$ cat src/rtl/mem_port_arbiter.sv
// Two-port arbiter in front of a single-port memory with a registered read.
// Each access runs IDLE -> ACCESS -> RESP; D has priority, bounded by a starvation guard for F.
module mem_port_arbiter #(
    parameter int DATA_SIZE    = 32,
    parameter int ADDRESS_SIZE = 32,
    parameter int STARVE_LIMIT = 3
) (
    input  logic                    CLK,
    input  logic                    RST,
    input  logic                    F_REQ,
    input  logic [ADDRESS_SIZE-1:0] F_ADDRESS,
    output logic                    F_ACK,
    output logic [DATA_SIZE-1:0]    F_DATA,
    input  logic                    D_REQ,
    input  logic                    D_WRITE,
    input  logic [ADDRESS_SIZE-1:0] D_ADDRESS,
    input  logic [DATA_SIZE-1:0]    D_IN_DATA,
    output logic                    D_ACK,
    output logic [DATA_SIZE-1:0]    D_OUT_DATA,
    output logic [ADDRESS_SIZE-1:0] MEM_ADDRESS,
    output logic                    MEM_WRITE,
    output logic [DATA_SIZE-1:0]    MEM_IN_DATA,
    input  logic [DATA_SIZE-1:0]    MEM_OUT_DATA
);

    typedef enum logic [1:0] {IDLE, ACCESS, RESP} state_t;
    typedef enum logic [1:0] {OWN_NONE, OWN_F, OWN_D} owner_t;

    state_t                  state, state_nx;
    owner_t                  owner, owner_nx;
    logic [3:0]              starve, starve_nx;
    logic [ADDRESS_SIZE-1:0] lat_addr, lat_addr_nx;
    logic                    lat_write, lat_write_nx;
    logic [DATA_SIZE-1:0]    lat_data, lat_data_nx;
    logic [DATA_SIZE-1:0]    f_data_q, d_data_q;

    always_ff @(posedge CLK or posedge RST) begin
        if (RST) begin
            state     <= IDLE;
            owner     <= OWN_NONE;
            starve    <= '0;
            lat_addr  <= '0;
            lat_write <= 1'b0;
            lat_data  <= '0;
            f_data_q  <= '0;
            d_data_q  <= '0;
        end else begin
            state     <= state_nx;
            owner     <= owner_nx;
            starve    <= starve_nx;
            lat_addr  <= lat_addr_nx;
            lat_write <= lat_write_nx;
            lat_data  <= lat_data_nx;
            if (state == RESP && owner == OWN_F)
                f_data_q <= MEM_OUT_DATA;
            if (state == RESP && owner == OWN_D && !lat_write)
                d_data_q <= MEM_OUT_DATA;
        end
    end

    always_comb begin
        state_nx     = state;
        owner_nx     = owner;
        starve_nx    = starve;
        lat_addr_nx  = lat_addr;
        lat_write_nx = lat_write;
        lat_data_nx  = lat_data;
        MEM_ADDRESS  = '0;
        MEM_WRITE    = 1'b0;
        MEM_IN_DATA  = '0;
        F_ACK        = 1'b0;
        D_ACK        = 1'b0;
        F_DATA       = f_data_q;
        D_OUT_DATA   = d_data_q;

        case (state)
            IDLE: begin
                // D wins unless F has been passed over STARVE_LIMIT times in a row
                if (D_REQ && (!F_REQ || starve < 4'(STARVE_LIMIT))) begin
                    owner_nx     = OWN_D;
                    lat_addr_nx  = D_ADDRESS;
                    lat_write_nx = D_WRITE;
                    lat_data_nx  = D_IN_DATA;
                    starve_nx    = F_REQ ? starve + 4'd1 : '0;
                    state_nx     = ACCESS;
                end else if (F_REQ) begin
                    owner_nx     = OWN_F;
                    lat_addr_nx  = F_ADDRESS;
                    lat_write_nx = 1'b0;
                    lat_data_nx  = '0;
                    starve_nx    = '0;
                    state_nx     = ACCESS;
                end
            end
            ACCESS: begin
                MEM_ADDRESS = lat_addr;
                MEM_WRITE   = lat_write;
                MEM_IN_DATA = lat_data;
                state_nx    = RESP;
            end
            RESP: begin
                if (owner == OWN_F) begin
                    F_ACK  = 1'b1;
                    F_DATA = MEM_OUT_DATA;
                end else if (owner == OWN_D) begin
                    D_ACK = 1'b1;
                    if (!lat_write)
                        D_OUT_DATA = MEM_OUT_DATA;
                end
                owner_nx = OWN_NONE;
                state_nx = IDLE;
            end
            default: begin
                owner_nx = OWN_NONE;
                state_nx = IDLE;
            end
        endcase
    end

endmodule

$ cat config.mk
export PLATFORM = sky130hd
export DESIGN_NAME = mem_port_arbiter
export DESIGN_NICKNAME = d
export VERILOG_FILES = /design/src/rtl/mem_port_arbiter.sv
export SDC_FILE = /design/constraint.sdc
export NUM_CORES = 1
export LEC_CHECK = 0
export ABC_AREA = 1
export ABC_CLOCK_PERIOD_IN_PS = 9600
export CAP_MARGIN = 5
export CORE_ASPECT_RATIO = 0.9
export CORE_MARGIN = 5
export CORE_UTILIZATION = 40
export CTS_BUF_LIST = sky130_fd_sc_hd__clkbuf_2 sky130_fd_sc_hd__clkbuf_4 sky130_fd_sc_hd__clkbuf_8
export CTS_CLUSTER_DIAMETER = 50
export DETAILED_ROUTE_END_ITERATION = 12
export GPL_TIMING_DRIVEN = 0
export PLACE_DENSITY = 0.71
export SYNTH_ARGS = -nofsm -noshare
export SYNTH_HDL_FRONTEND = slang
export SYNTH_SLANG_ARGS = --single-unit
export TNS_END_PERCENT = 100
$ cat constraint.sdc
create_clock -name CLK -period 9.6 [get_ports CLK]
set_input_delay 1.92 -clock CLK [delete_from_list [all_inputs] [get_ports CLK]]
set_output_delay 1.92 -clock CLK [all_outputs]
set_load 0.1 [all_outputs]
Word-level counts from Yosys, hierarchy flattened --
Cells that the tools add are included.
Word-level totals: register bits after elaboration 137, input port bits 133, output and inout port bits 131, logic and storage cells 55
Cells by class: add/sub/neg operators 1, $lt $le $gt $ge 1, eq/ne operators 5, multiplexer cells 28, bitwise operators 1, reduce and logical (&&, ||, !) cells 11
Operators by type and width (number):
- 32-bit two-way mux | 12
- 4-bit two-way mux | 3
- 1-bit two-way mux | 8
- 2-bit one-hot mux with 2 select lines | 2
- 2-bit two-way mux | 3
- 4-bit by 1-bit adder with 4-bit output (second input constant) | 1
- 2-bit by 1-bit equality test with 1-bit output (second input constant) | 2
- 2-bit equality test (second input constant) | 2
- 1-bit logical AND | 4
- 4-bit by 2-bit less-than comparator with 1-bit output (second input constant) | 1
- 2-bit AND reduction | 2
- 3-bit inequality test (second input constant) | 1
- 1-bit zero test | 2
- 2-bit zero test | 1
- 2-bit nonzero test | 1
- 1-bit logical OR | 1
- 1-bit NOT | 1

Depth between registers and ports, before layout --
Gate-level depths: netlist (run 1).
depth after elaboration 5, gate-level depth with buffers 8

Worst setup path after synthesis (run 1) --
No wires, ideal clock.
kind input port to output port, start point input port MEM_OUT_DATA[10], end point output port D_OUT_DATA[10], arrival 4083 ps, data required time 7680 ps, path slack 3597 ps, cell stages on the path 2, path buffers 0, path through inv_1 -> o21ai_0
Between the ends: cells in the longest elaborated chain, start to end 4
Ends and longest elaborated chain:
- start: declaration | RTL line 23 | input logic [DATA_SIZE-1:0] MEM_OUT_DATA
- 32-bit two-way mux | RTL line 107 | if (!lat_write)
- 32-bit two-way mux | RTL line 105 | end else if (owner == OWN_D) begin
- 32-bit two-way mux | RTL line 102 | if (owner == OWN_F) begin
- 32-bit two-way mux | RTL line 76 | case (state)
- end: declaration | RTL line 19 | output logic [DATA_SIZE-1:0] D_OUT_DATA,
No other way between the ends.

Final worst setup path (run 1) --
start point input port MEM_OUT_DATA[29], end point output port D_OUT_DATA[29]
The elaborated chain is that of the path after synthesis.

==> flow_summary_export.csv, run 1 <==
group,metric,value,unit
grt,grt_max_degree,75,
sta,maxSlewHeadroom,30.1,%
grt,grt_use_total,22.5,%
clock_network,clkSlewWorstSetupHoldPaths,70,ps
yosys,avgSynthCellArea,8.23,µm²
cells_and_area,syn_to_final_growth,52.1,%
grt,grt_pass1_wl,32900,µm
floorplan,start_util,40.3,%
sta,skew,9.70,ps
yosys,synth.area.top_cells,"dfrtp_1 53%, o21ai_0 11%, nand3_1 10%, inv_1 6.1%, nand2_1 6.1%",
route,routed_wl,20800,µm
yosys,synth-edff-count,0,
floorplan,design.core.area,16000,µm²
yosys,synth_area_leader_cell,"dfrtp_1",
outcome,outcome,"finished clean",
run,drv_cap,0,
yosys,synthArstFlopShare,100,%
placed_design,place.gp.congestion,0.847,
sta,final_hold_viol_count,0,
cells_and_area,postLayoutCoreUtil,61.3,%
placed_design,hpwl,15400,µm
clock_network,ctsRootBufferMaster,"clkbuf_8",
clock_network,cts_buffer_depth,2,
floorplan,dieHeight,130,µm
route,vias_per_cell,4.81,
worst_setup_path,r2r_slack,8110,ps
sta,final_max_slew_viol_count,0,
clock_network,cts_resized,0,
cells_and_area,fillers,1440,
yosys,synth_top_area_share,53.3,%
cells_and_area,final_nets,1199,
worst_setup_path,crit_path_start_kind,"input pin",
worst_setup_path,crit_path_max_incr_delay,1220,ps
yosys,yosysWarnings,0,
worst_setup_path,crit_slowest_cell,"clkdlybuf4s50_1",
cells_and_area,seq_area,3430,µm²
route,drcViolationCount,0,
cells_and_area,n_antenna_cell,0,
yosys,synth_most_common_cell,"o21ai_0",
sta,tns,0,ps
grt,overflow,0,
clock_network,cts_tree,"yes",
clock_network,ctsHoldBuffers,0,
worst_setup_path,end_kind,"output port",
sta,rsz0062_at_grt,"no",
route,num_vias,6187,
sta,setup-violations-final,0,
floorplan,dieArea,18700,µm²
yosys,ys.flop_type,"dfrtp_1",
yosys,synth_seq_cells,137,
worst_setup_path,required,7680,ps
worst_hold_path,hold_class,"flip-flop to flip-flop",
route,firstDrtPassIters,7,
clock_network,cts_htree_levels,4,
sta,min_period,5930,ps
yosys,synth_fp_nets,916,
yosys,synth_common_cells,"140 x o21ai_0, 137 x dfrtp_1, 129 x nand3_1, 105 x inv_1, 105 x nand2_1",
yosys,synth_cells,782,
worst_setup_path,cpMostUsedCell,"clkdlybuf4s50_1",
clock_network,post_cts_buffers,0,
cells_and_area,multi_input_area,2230,µm²
clock_network,cts_buffers,17,
sta,fin_crit_sh,61.8,%
yosys,synth_area,6430,µm²
sta,max_freq,169,MHz
grt,grt_pass1_vias,6347,
floorplan,rows,44,
cells_and_area,final_layout_size_suffix_gt1_share,7.79,%
floorplan,die_w,144,µm
sta,holdWs,471,ps
route,drt-wirelength-per-cell,16.2,µm
clock_network,clk_latency,430,ps
floorplan,io_pins,264,
yosys,seq_area_frac_synth,53.3,%
sta,worst_pin_slew,1040,ps
grt,antenna_found_initial,0,
clock_network,clock_sinks,137,
yosys,synth_cell_types,21,
worst_setup_path,worstPathArrival,4010,ps
worst_setup_path,worstPathMaxFanout,4,
route,ant_nets,0,
worst_setup_path,crit_path_cell_trace,"clkdlybuf4s50_1 -> inv_1 -> o21ai_0 -> clkdlybuf4s50_1",
route,drt-initial-drc-count,322,
worst_setup_path,worstSetupPathType,"input pin to output port",
placed_design,port_buffers,263,
-- per-layer routing --
| metal | routed length (µm) | global-route usage (%) | part of all wire, % |
|---|---|---|---|
| met1 | 8530 | 28.1 | 41 |
| met5 | 0 | 0 | 0 |
| met4 | 223 | 5.87 | 1.1 |
| met3 | 2310 | 9.20 | 11 |
| met2 | 9780 | 36.5 | 47 |
-- flip-flops by register name, indices dropped and copies added, names as in the netlist --
signal	cells
starve	4
d_data_q	32
owner	2
lat_addr	32
lat_write	1
state	2
f_data_q	32
lat_data	32
-- stage by stage --
stage	cells	worst slack, ps	area, µm²
final	1285	3670	9780
after CTS	1285	3660	9780
after floorplan	782	3600	6430
after global placement	1252	1880	9320
after global routing	1285	3600	9780
after detailed placement	1253	3670	9360
-- cells by family after synthesis --
group | after synthesis | share of synthesized area (%)
simple gates | 313 | 21.5
flops | 137 | 53.3
compound gates | 168 | 13.1
fa+ha+maj | 1 | 0.194
buf+inv | 163 | 12.0
-- final cells by class --
cell class | instances | share of cell area (%)
sequential | 137 | 35.0
timing repair buffer | 264 | 27.2
multi-input combinational | 482 | 22.8
inverter | 109 | 4.23
buffer | 54 | 3.68
clock buffer | 21 | 2.89
tap | 207 | 2.65
clock inverter | 11 | 1.48
-- critical path, delay by kind of cell --
kind,cells,cell delay (ps)
buf+inv,3,1740
compound gates,1,360
-- layout by cell type (no fill, tap or decap) --
| cell | Yosys | layout |
|---|---|---|
| clkinv_2 | 0 | 3 |
| inv_6 | 0 | 1 |
| ha_1 | 1 | 1 |
| nand3_1 | 129 | 129 |
| inv_2 | 4 | 4 |
| clkbuf_4 | 0 | 1 |
| a21oi_1 | 1 | 1 |
| nand2_1 | 105 | 105 |
| nor4_1 | 1 | 1 |
| nor2_8 | 1 | 1 |
| or2_1 | 1 | 1 |
| nor2_4 | 1 | 1 |
| clkbuf_8 | 0 | 20 |
| inv_1 | 105 | 104 |
| nand4_2 | 1 | 1 |
| o21ai_1 | 27 | 27 |
| nand2_2 | 2 | 2 |
| clkdlybuf4s50_1 | 0 | 263 |
| clkinv_4 | 0 | 2 |
| buf_16 | 0 | 1 |
| buf_6 | 14 | 14 |
| buf_4 | 8 | 8 |
| dfrtp_1 | 137 | 137 |
| buf_2 | 18 | 18 |
| clkbuf_1 | 14 | 14 |
| nor2_2 | 1 | 1 |
| bufinv_16 | 0 | 3 |
| nor2_1 | 71 | 71 |
| clkinvlp_4 | 0 | 3 |
| o21ai_0 | 140 | 140 |
-- worst paths after layout --
check	from	endpoint	cells after the start
hold / removal	state[1]	state[1]	1
min in group asynchronous	RST	d_data_q[11]	2
setup reg to reg	starve[0]	lat_addr[8]	6
hold reg to reg	state[1]	state[1]	1
setup / recovery	MEM_OUT_DATA[29]	D_OUT_DATA[29]	4
max in group asynchronous	RST	lat_data[8]	3
Power of run 1 is not shown: default switching activity piles up to over one toggle a cycle in this logic, so the estimate is an artifact.
==> run 2, diff against run 1 <==
- ABC_CLOCK_PERIOD_IN_PS: 9600 -> 5100
- PLACE_DENSITY: 0.71 -> 0.74
- clock period: 9.6 -> 5.1 ns (I/O delays scaled with it)
==> flow_summary_export.csv, run 2 (synthesized netlist as in run 1, its figures left out) <==
group,metric,value,unit
sta,tns,0,ps
route,vias_per_cell,4.88,
clock_network,cts_resized,0,
worst_setup_path,worstPathMaxFanout,10,
sta,setup-violations-final,0,
clock_network,ctsHoldBuffers,0,
route,wl_met2,9700,µm
placed_design,port_buffers,263,
run,drv_cap,0,
grt,antenna_found_initial,0,
cells_and_area,postLayoutCoreUtil,61.5,%
route,firstDrtPassIters,5,
grt,grt_max_degree,73,
clock_network,ctsRootBufferMaster,"clkbuf_8",
route,dr_wl_met3,2300,µm
sta,worst_pin_slew,1060,ps
sta,fin_crit_sh,78.9,%
floorplan,dieArea,18700,µm²
sta,final_max_slew_viol_count,0,
worst_setup_path,worstSetupPathType,"flip-flop to output port",
cells_and_area,fin_area,9830,µm²
placed_design,detailed_place.area,9360,µm²
clock_network,clock_sinks,137,
route,top_layer,"met4",
placed_design,hpwl,15400,µm
grt,grt_use_total,22.2,%
floorplan,start_util,40.3,%
worst_hold_path,holdPathStages,2,
cells_and_area,final_common_cell,"clkdlybuf4s50_1",
worst_hold_path,hold_class,"flip-flop to flip-flop",
grt,overflow,0,
placed_design,place.gp.congestion,0.847,
clock_network,clk_latency,450,ps
worst_setup_path,end_kind,"output port",
worst_setup_path,worstPathArrival,3000,ps
cells_and_area,final_nets,1199,
sta,holdWs,476,ps
worst_setup_path,reg2regPathDepth,6,
cells_and_area,final_layout_size_suffix_gt1_share,7.79,%
clock_network,cts_buffer_depth,2,
floorplan,die_w,144,µm
sta,min_period,4020,ps
cells_and_area,final_cell_mix,"263 x clkdlybuf4s50_1, 140 x o21ai_0, 137 x dfrtp_1",
route,drt-initial-drc-count,318,
cells_and_area,n_antenna_cell,0,
route,drt-wirelength-per-cell,16.0,µm
route,wl_met1,8280,µm
clock_network,post_cts_buffers,0,
outcome,outcome,"finished clean",
floorplan,rows,44,
sta,maxSlewHeadroom,29.0,%
clock_network,cts_htree_levels,4,
route,drcViolationCount,0,
clock_network,clkSlewWorstSetupHoldPaths,80,ps
cells_and_area,syn_to_final_growth,52.8,%
sta,final_hold_viol_count,0,
floorplan,design.core.area,16000,µm²
clock_network,cts_tree,"yes",
cells_and_area,fillers,1404,
sta,skew,13.2,ps
sta,max_freq,249,MHz
floorplan,io_pins,264,
route,ant_nets,0,
clock_network,cts_buffers,17,
grt,grt_pass1_vias,6268,
route,routed_wl,20600,µm
sta,rsz0062_at_grt,"no",
floorplan,dieHeight,130,µm
worst_setup_path,crit_path_start_kind,"flip-flop",
grt,grt_pass1_wl,32400,µm
route,num_vias,6270,
worst_setup_path,required,4080,ps
[run 2: cell count changes in the layout (fill, tap and decap cells not counted), sizes merged]
cell	delta
inv	+1
clkinv	-2
bufinv	+2
clkinvlp	-1
[run 2: critical path, cell delays in order (launching register included)]
cell	delay, ps
dfrtp_1	400
inv_2	110
nor2_4	50
nand2_2	140
buf_2	250
buf_4	220
nand2_1	80
o21ai_0	120
clkdlybuf4s50_1	1190
[run 2: per-layer routing]
metal  up-vias  GRT usage, %
met5         -             0
met4         0          6.64
met3        25          9.01
met2       248          36.1
met1      2908          27.4
li1       3089             -
[run 2: final timing paths]
path / start / endpoint / slack (ps)
max in group asynchronous: RST / lat_addr[19] / 3300
min in group asynchronous: RST / f_data_q[12] / 1020
setup reg to reg: starve[0] / lat_addr[0] / 3560
hold / removal: d_data_q[25] / d_data_q[25] / 480
hold reg to reg: d_data_q[25] / d_data_q[25] / 480
setup / recovery: state[1] / F_DATA[6] / 1080
[run 2: area by class of cell]
class	count	area [µm²]	area share, %
Timing Repair Buffer	264	2660	27.1
Tap cell	207	259	2.64
Sequential cell	137	3430	34.9
Multi-Input combinational cell	482	2230	22.7
Clock inverter	11	193	1.96
Inverter	109	414	4.21
Buffer	54	360	3.67
Clock buffer	21	277	2.81
[run 2: metrics by stage]
step	worst slack, ps	std cells
final	1080	1285
after global routing	925	1285
after CTS	1040	1285
after detailed placement	1100	1253
after global placement	-1630	1252
after floorplan	412	782
Power of run 2 is left out for the same reason.
==> run 3, diff against run 2 <==
- ABC_CLOCK_PERIOD_IN_PS: 5100 -> 3900
- PLACE_DENSITY: 0.74 -> 0.71
- clock period: 5.1 -> 3.9 ns (I/O delays scaled with it)
==> flow_summary_export.csv, run 3 (synthesized netlist as in run 1, its figures left out) <==
group,metric,value,unit
worst_setup_path,critPathBufInv,4,
clock_network,post_cts_buffers,0,
sta,skew,13.4,ps
grt,grt_use_total,22.1,%
cells_and_area,final_cell_mix,"245 x clkdlybuf4s50_1, 140 x o21ai_0, 137 x dfrtp_1",
worst_setup_path,crit_family,"buffers and inverters",
floorplan,start_util,40.3,%
sta,min_period,3720,ps
sta,final_max_slew_viol_count,0,
grt,overflow,0,
floorplan,rows,44,
worst_setup_path,reg2regPathDepth,6,
route,drt-initial-drc-count,335,
cells_and_area,postLayoutCoreUtil,61.7,%
sta,final_hold_viol_count,0,
worst_setup_path,worstPathMaxFanout,10,
worst_setup_path,crit_path_start_kind,"flip-flop",
cells_and_area,n_antenna_cell,0,
route,ant_nets,0,
grt,grt_pass1_wl,32200,µm
sta,max_freq,269,MHz
route,firstDrtPassIters,4,
worst_setup_path,crit_slowest_cell,"clkdlybuf4s50_1",
sta,setup-violations-final,0,
route,vias_per_cell,4.87,
cells_and_area,final_nets,1201,
worst_setup_path,crit_cells,8,
route,drt-wirelength-per-cell,16.1,µm
worst_setup_path,end_kind,"output port",
sta,worst_pin_slew,1040,ps
grt,grt_pass1_vias,6236,
placed_design,place.gp.congestion,0.857,
floorplan,io_pins,264,
outcome,outcome,"finished clean",
run,drv_cap,0,
grt,antenna_found_initial,0,
worst_setup_path,worstSetupEndpoint,"F_DATA[5]",
cells_and_area,fillers,1390,
worst_setup_path,required,3120,ps
worst_setup_path,worstSetupPathType,"flip-flop to output port",
clock_network,cts_htree_levels,4,
floorplan,dieHeight,130,µm
clock_network,clock_sinks,137,
cells_and_area,final_common_cell,"clkdlybuf4s50_1",
clock_network,cts_tree,"yes",
worst_setup_path,r2r_slack,2370,ps
floorplan,die_w,144,µm
cells_and_area,seq_area,3430,µm²
sta,maxSlewHeadroom,30.7,%
worst_setup_path,crit_path_max_incr_delay,1170,ps
worst_setup_path,worstPathArrival,2940,ps
placed_design,hpwl,15400,µm
route,drcViolationCount,0,
route,routed_wl,20800,µm
sta,tns,0,ps
cells_and_area,final_layout_size_suffix_gt1_share,8.06,%
worst_setup_path,timing.rr.start,"starve[0]",
clock_network,clk_latency,440,ps
worst_hold_path,hold_class,"flip-flop to flip-flop",
worst_setup_path,reg2reg_to,"lat_addr[1]",
cells_and_area,syn_to_final_growth,53.3,%
floorplan,design.core.area,16000,µm²
grt,grt_max_degree,42,
clock_network,clkSlewWorstSetupHoldPaths,80,ps
clock_network,cts_buffer_depth,2,
worst_setup_path,crit_path_cell_trace,"inv_1 -> nor2_1 -> nand2_2 -> buf_2 -> buf_4 -> nand2_1 -> o21ai_0 -> clkdlybuf4s50_1",
sta,rsz0062_at_grt,"no",
clock_network,cts_buffers,17,
placed_design,port_buffers,263,
clock_network,ctsRootBufferMaster,"clkbuf_8",
route,num_vias,6264,
sta,fin_crit_sh,95.3,%
floorplan,dieArea,18700,µm²
worst_setup_path,startpoint,"owner[0]",
cells_and_area,multi_input_area,2240,µm²
run 3: cell types whose count changed in the layout (fill, tap and decap cells not counted), moves of 3 or more:
cell             delta
dlymetal6s2s_1     +18
buf_12              +3
clkdlybuf4s50_1    -18
clkbuf_8            +3
bufinv_16           -3
run 3: how the worst min path moves through the flow:
stage                       startpoint            to  slack, ps  cells past startpoint
final                         state[1]      state[1]        470                      1
after floorplan            d_data_q[0]   d_data_q[0]        440                      2
after CTS                     state[1]      state[1]        470                      1
after global placement    d_data_q[19]  d_data_q[19]        460                      2
after detailed placement      state[1]      state[1]        460                      1
after global routing          state[1]      state[1]        490                      1
run 3: routing by layer:
metal / global-route usage [%] / routed length (µm)
met3: 9.16 / 2240
met5: 0 / 0
met2: 34.9 / 9610
met1: 27.9 / 8530
met4: 6.70 / 402
run 3: per-stage QoR:
| step | std cells | hold slack, ps | setup WS [ps] | cell area, µm² |
|---|---|---|---|---|
| 6_report | 1287 | 471 | 182 | 9860 |
| 5_1_grt | 1287 | 493 | 0.119 | 9860 |
| 4_1_cts | 1287 | 472 | 50.5 | 9810 |
| 3_5_place_dp | 1255 | 461 | 273 | 9390 |
| 3_3_place_gp | 1252 | 456 | 98.3 | 9330 |
| 2_1_floorplan | 782 | 443 | 128 | 6440 |
run 3: worst register-to-register path: cells and delay by family, from the launching register on:
| kind | cells | cell delay, ps |
|---|---|---|
| AO/OA/AOI/OAI | 1 | 140 |
| AND/OR/NAND/NOR | 3 | 370 |
| flip-flops | 1 | 400 |
| buffers and inverters | 1 | 260 |
| adder cells (fa/ha/maj) | 1 | 230 |
run 3: area by class of cell:
cell class | instances | area share [%]
Timing Repair Buffer | 266 | 27.8
Tap cell | 207 | 2.63
Clock buffer | 26 | 3.38
Multi-Input combinational cell | 482 | 22.7
Buffer | 54 | 3.66
Inverter | 109 | 4.19
Sequential cell | 137 | 34.8
Clock inverter | 6 | 0.876
run 3: timing repair:
item                                    4_1_cts  5_1_grt
gates resized for setup                       0       18
endpoints found under the setup margin        0       18
hold buffers                                  0        0
Power of run 3 is left out for the same reason.
==> RTL change 1: new RTL, config.mk and constraints of run 2 <==
Re-encode `state_t` (3 states) as one-hot, 3 bits wide.
--- a/src/rtl/mem_port_arbiter.sv
+++ b/src/rtl/mem_port_arbiter.sv
@@ -23,7 +23,7 @@
     input  logic [DATA_SIZE-1:0]    MEM_OUT_DATA
 );
 
-    typedef enum logic [1:0] {IDLE, ACCESS, RESP} state_t;
+    typedef enum logic [2:0] {IDLE = 3'b001, ACCESS = 3'b010, RESP = 3'b100} state_t;
     typedef enum logic [1:0] {OWN_NONE, OWN_F, OWN_D} owner_t;
 
     state_t                  state, state_nx;
Formal check against the unedited RTL: no difference found for any inputs over 4 cycles, from zero or initial values and one cycle with RST high; so few cycles prove little.
==> RTL change 1 against run 2 <==
Utilization fell by 0.51 points; fmax is 4.0% lower; global-route usage decreased by 0.96 points; worst setup slack got worse by 170 ps; non-clock buffer count increased by 1; sequential cell count rose by 1; first-iteration DRC count up 5.0%; area after synthesis rose by 5.2%; cell area rose by 3.9%; routed wire length rose by 1.9%; die area rose by 4.8%.
==> RTL change 1: results (changes against run 2) <==
| Metric | Value |
|---|---|
| Status | complete, no violations |
| Final Net Count | 1271 (+6.0%) |
| Vias per cell | 4.85 (-0.51%) |
| Gr usage total | 21.2% (-0.96 points) |
| Worst R2R Path Depth | 7 (+1) |
| Worst slew pin tran | 1030 ps (-33.1 ps) |
| R2r setup slk | 3240 ps (-320 ps) |
| Non-clock buffer count | 319 (+0.31%) |
| WL final | 21000 microns (+1.9%) |
| Clk_skew | 10.3 ps (-2.88 ps) |
| # clk buffers | 20 (-4.8%) |
| Multi-input gate area | 2490 sq um (+11%) |
| Vias in the first global route | 6638 (+5.9%) |
| Seq_cells | 138 (+0.73%) |
| Non-clk buf share | 29.0% (-1.8 points) |
| First-pass GRT wire length | 33600 microns (+3.7%) |
| Non-clock inverters | 141 (+29%) |
| Worst Path Arrival | 3170 ps (+170 ps) |
| Worst Setup SP | state[1]$_DFFE_PP0P_ |
| Worst setup path endpoint | D_OUT_DATA[17] |
| Most frequent cells after synthesis | inv_1, o21ai_0, nand2_1 |
| Synth Area in Compound Gates | 12.3% (-0.74 points) |
| Synth area leaders | dfrtp_1, o21ai_0, inv_1, nand2_1, nand3_1 |
| RR Endpoint | lat_data[0]$_DFFE_PP0P_ |
| Multi-input gate count | 520 (+7.9%) |
| Hpwl dp | 15700 microns (+2.0%) |
| Yosys cell types | 21 (unchanged) |
| Register area share after synthesis | 51.1% (-2.2 points) |
| Adder-cell share of the synthesized area | 0.185% (-0.0096 points) |
| Hold Path Origin | f_data_q[8]$_DFFE_PP0P_ |
| Drt first-iter violations | 334 (+5.0%) |
| Mean Syn Cell Area | 7.92 sq um (-3.7%) |
| Dpl cell area | 9700 sq um (+3.6%) |
| Clock-cell share of area | 5.00% (+0.23 points) |
| Worst-path maximum fanout | 10 (unchanged) |
| WHS Endpoint | f_data_q[8]$_DFFE_PP0P_ |
==> RTL change 1: changes by cell type in the layout (fill, tap and decap cells not counted), sizes merged, moves of 2 or more <==
cell	before	now
nand2	107	146
clkinvlp	2	0
nor3	0	3
inv	110	141
nand3	129	99
clkbuf	35	48
o21ai	167	162
buf	41	28
bufinv	5	7
nand3b	0	32
==> RTL change 1: per-stage QoR <==
stage / hold WS [ps] / power [uW] / worst slack, ps / setup TNS, ps / cells
final: 478 / 7000 / 911 / 0 / 1360
after global routing: 496 / 7360 / 702 / 0 / 1360
after CTS: 481 / 7050 / 839 / 0 / 1360
after detailed placement: 463 / 5890 / 1050 / 0 / 1329
after global placement: 452 / 5840 / -1640 / -224180 / 1328
after floorplan: 442 / 4870 / 385 / 0 / 854
==> RTL change 1: routing by layer <==
layer / up-vias / GRT usage, % / wire [microns]
li1: 3270 / - / -
met1: 3085 / 26.4 / 8940
met2: 229 / 34.9 / 9860
met5: - / 0 / 0
met3: 18 / 8.06 / 1930
met4: 0 / 5.80 / 276
==> RTL change 2: new RTL, flow settings as in run 2 <==
Without the edit above. Change the parameter `DATA_SIZE` from 32 to 16.
--- a/src/rtl/mem_port_arbiter.sv
+++ b/src/rtl/mem_port_arbiter.sv
@@ -1,7 +1,7 @@
 // Two-port arbiter in front of a single-port memory with a registered read.
 // Each access runs IDLE -> ACCESS -> RESP; D has priority, bounded by a starvation guard for F.
 module mem_port_arbiter #(
-    parameter int DATA_SIZE    = 32,
+    parameter int DATA_SIZE    = 16,
     parameter int ADDRESS_SIZE = 32,
     parameter int STARVE_LIMIT = 3
 ) (
Interface: changed (5 resized); port bits go from 264 to 184. No check against the original RTL was run, so the function may have changed too.
==> RTL change 2 against run 2 <==
Area after synthesis down 34%; sequential cell count down 48; routed wire length down 34%; worst hold slack worse by 13 ps; worst setup slack worse by 17 ps; synthesized cell count down 31%; cell area down 34%.
Power is left out: the tool's default activity adds up to more than one toggle a clock period on the data nets, which glitch-free logic cannot reach.
==> RTL change 2: results (changes against run 2) <==
| Metric | Value |
|---|---|
| Worst Path Arrival | 3020 ps (+20 ps) |
| Clk_skew | 12.0 ps (-1.16 ps) |
| First-pass GRT wire length | 22300 microns (-31%) |
| Hold Path Origin | state[1]$_DFFE_PP0P_ |
| Most frequent cells after synthesis | nand3_1, dfrtp_1, o21ai_0 |
| Most numerous cell in the Yosys netlist | nand3_1 |
| Vias in the first global route | 4623 (-26%) |
| Worst Setup SP | MEM_OUT_DATA[0] |
| Status | complete, no violations |
| Adder-cell share of the synthesized area | 0.294% (+0.10 points) |
| Worst setup path endpoint | D_OUT_DATA[0] |
| Synth area leaders | dfrtp_1, nand3_1, o21ai_0, nand2_1, inv_1 |
| TritonCTS Buffers | 9 (-8) |
| Met1 Use GR | 27.1% (-0.25 points) |
| RR Endpoint | lat_addr[22]$_DFFE_PP0P_ |
| Hold Path Stages | 1 (-1) |
| GP Congestion | 0.911 (+7.6%) |
| H-Tree Level Count | 3 (-1) |
| Yosys cell types | 19 (-9.5%) |
| Post-synthesis net count | 643 (-30%) |
| Port bufs | 183 (-30%) |
| Hpwl dp | 10400 microns (-32%) |
| Synth Area in Compound Gates | 10.1% (-2.9 points) |
| Worst slew pin tran | 1060 ps (+1.34 ps) |
| Final hold slack | 463 ps (-13.1 ps) |
| R2r setup slk | 3530 ps (-30 ps) |
| Gr usage total | 21.5% (-0.67 points) |
| Layout cells sized above 1 | 6.34% (-1.4 points) |
| Vias | 4371 (-30%) |
| Largest net degree at the start of global routing | 48 (-34%) |
| Drt first-iter violations | 217 (-32%) |
| Register area share after synthesis | 52.4% (-0.90 points) |
[RTL change 2: per-stage QoR]
stage	setup WS (ps)	instance area, sq um	cells
6_report	1060	6480	870
5_1_grt	950	6480	870
4_1_cts	1060	6480	870
3_5_place_dp	1070	6270	854
3_3_place_gp	430	6240	853
2_1_floorplan	760	4250	541
[RTL change 2: cells by family (layout without fill, tap and decap cells)]
group                    after synthesis  in the layout
AO/OA/AOI/OAI                         86             86
adder cells (fa/ha/maj)                1              1
flip-flops                            89             89
buffers and inverters                114            314
AND/OR/NAND/NOR                      251            251
[RTL change 2: final cells by class]
class                           count  area, sq um
Inverter                           77          292
Sequential cell                    89         2230
Clock buffer                       12          159
Tap cell                          129          161
Buffer                             37          185
Timing Repair Buffer              184         1860
Clock inverter                      4         51.3
Fill cell                         930         3850
Multi-Input combinational cell    338         1550
[RTL change 2: per-layer routing]
| metal | wire [microns] | vias to the layer above | share of wire [%] |
|---|---|---|---|
| met5 | 0 | - | 0 |
| met4 | 200 | 0 | 1.5 |
| met3 | 1280 | 16 | 9.5 |
| met2 | 6150 | 190 | 45 |
| met1 | 5900 | 2041 | 44 |
| li1 | - | 2124 | - |
[RTL change 2: worst reg2reg max path: stages (launching register included)]
cell and delay (ps):
dfrtp_1 380, ha_1 180, o21ai_0 80, nand2_1 180
clkbuf_1 430, nand3_1 150, nand3_1 120
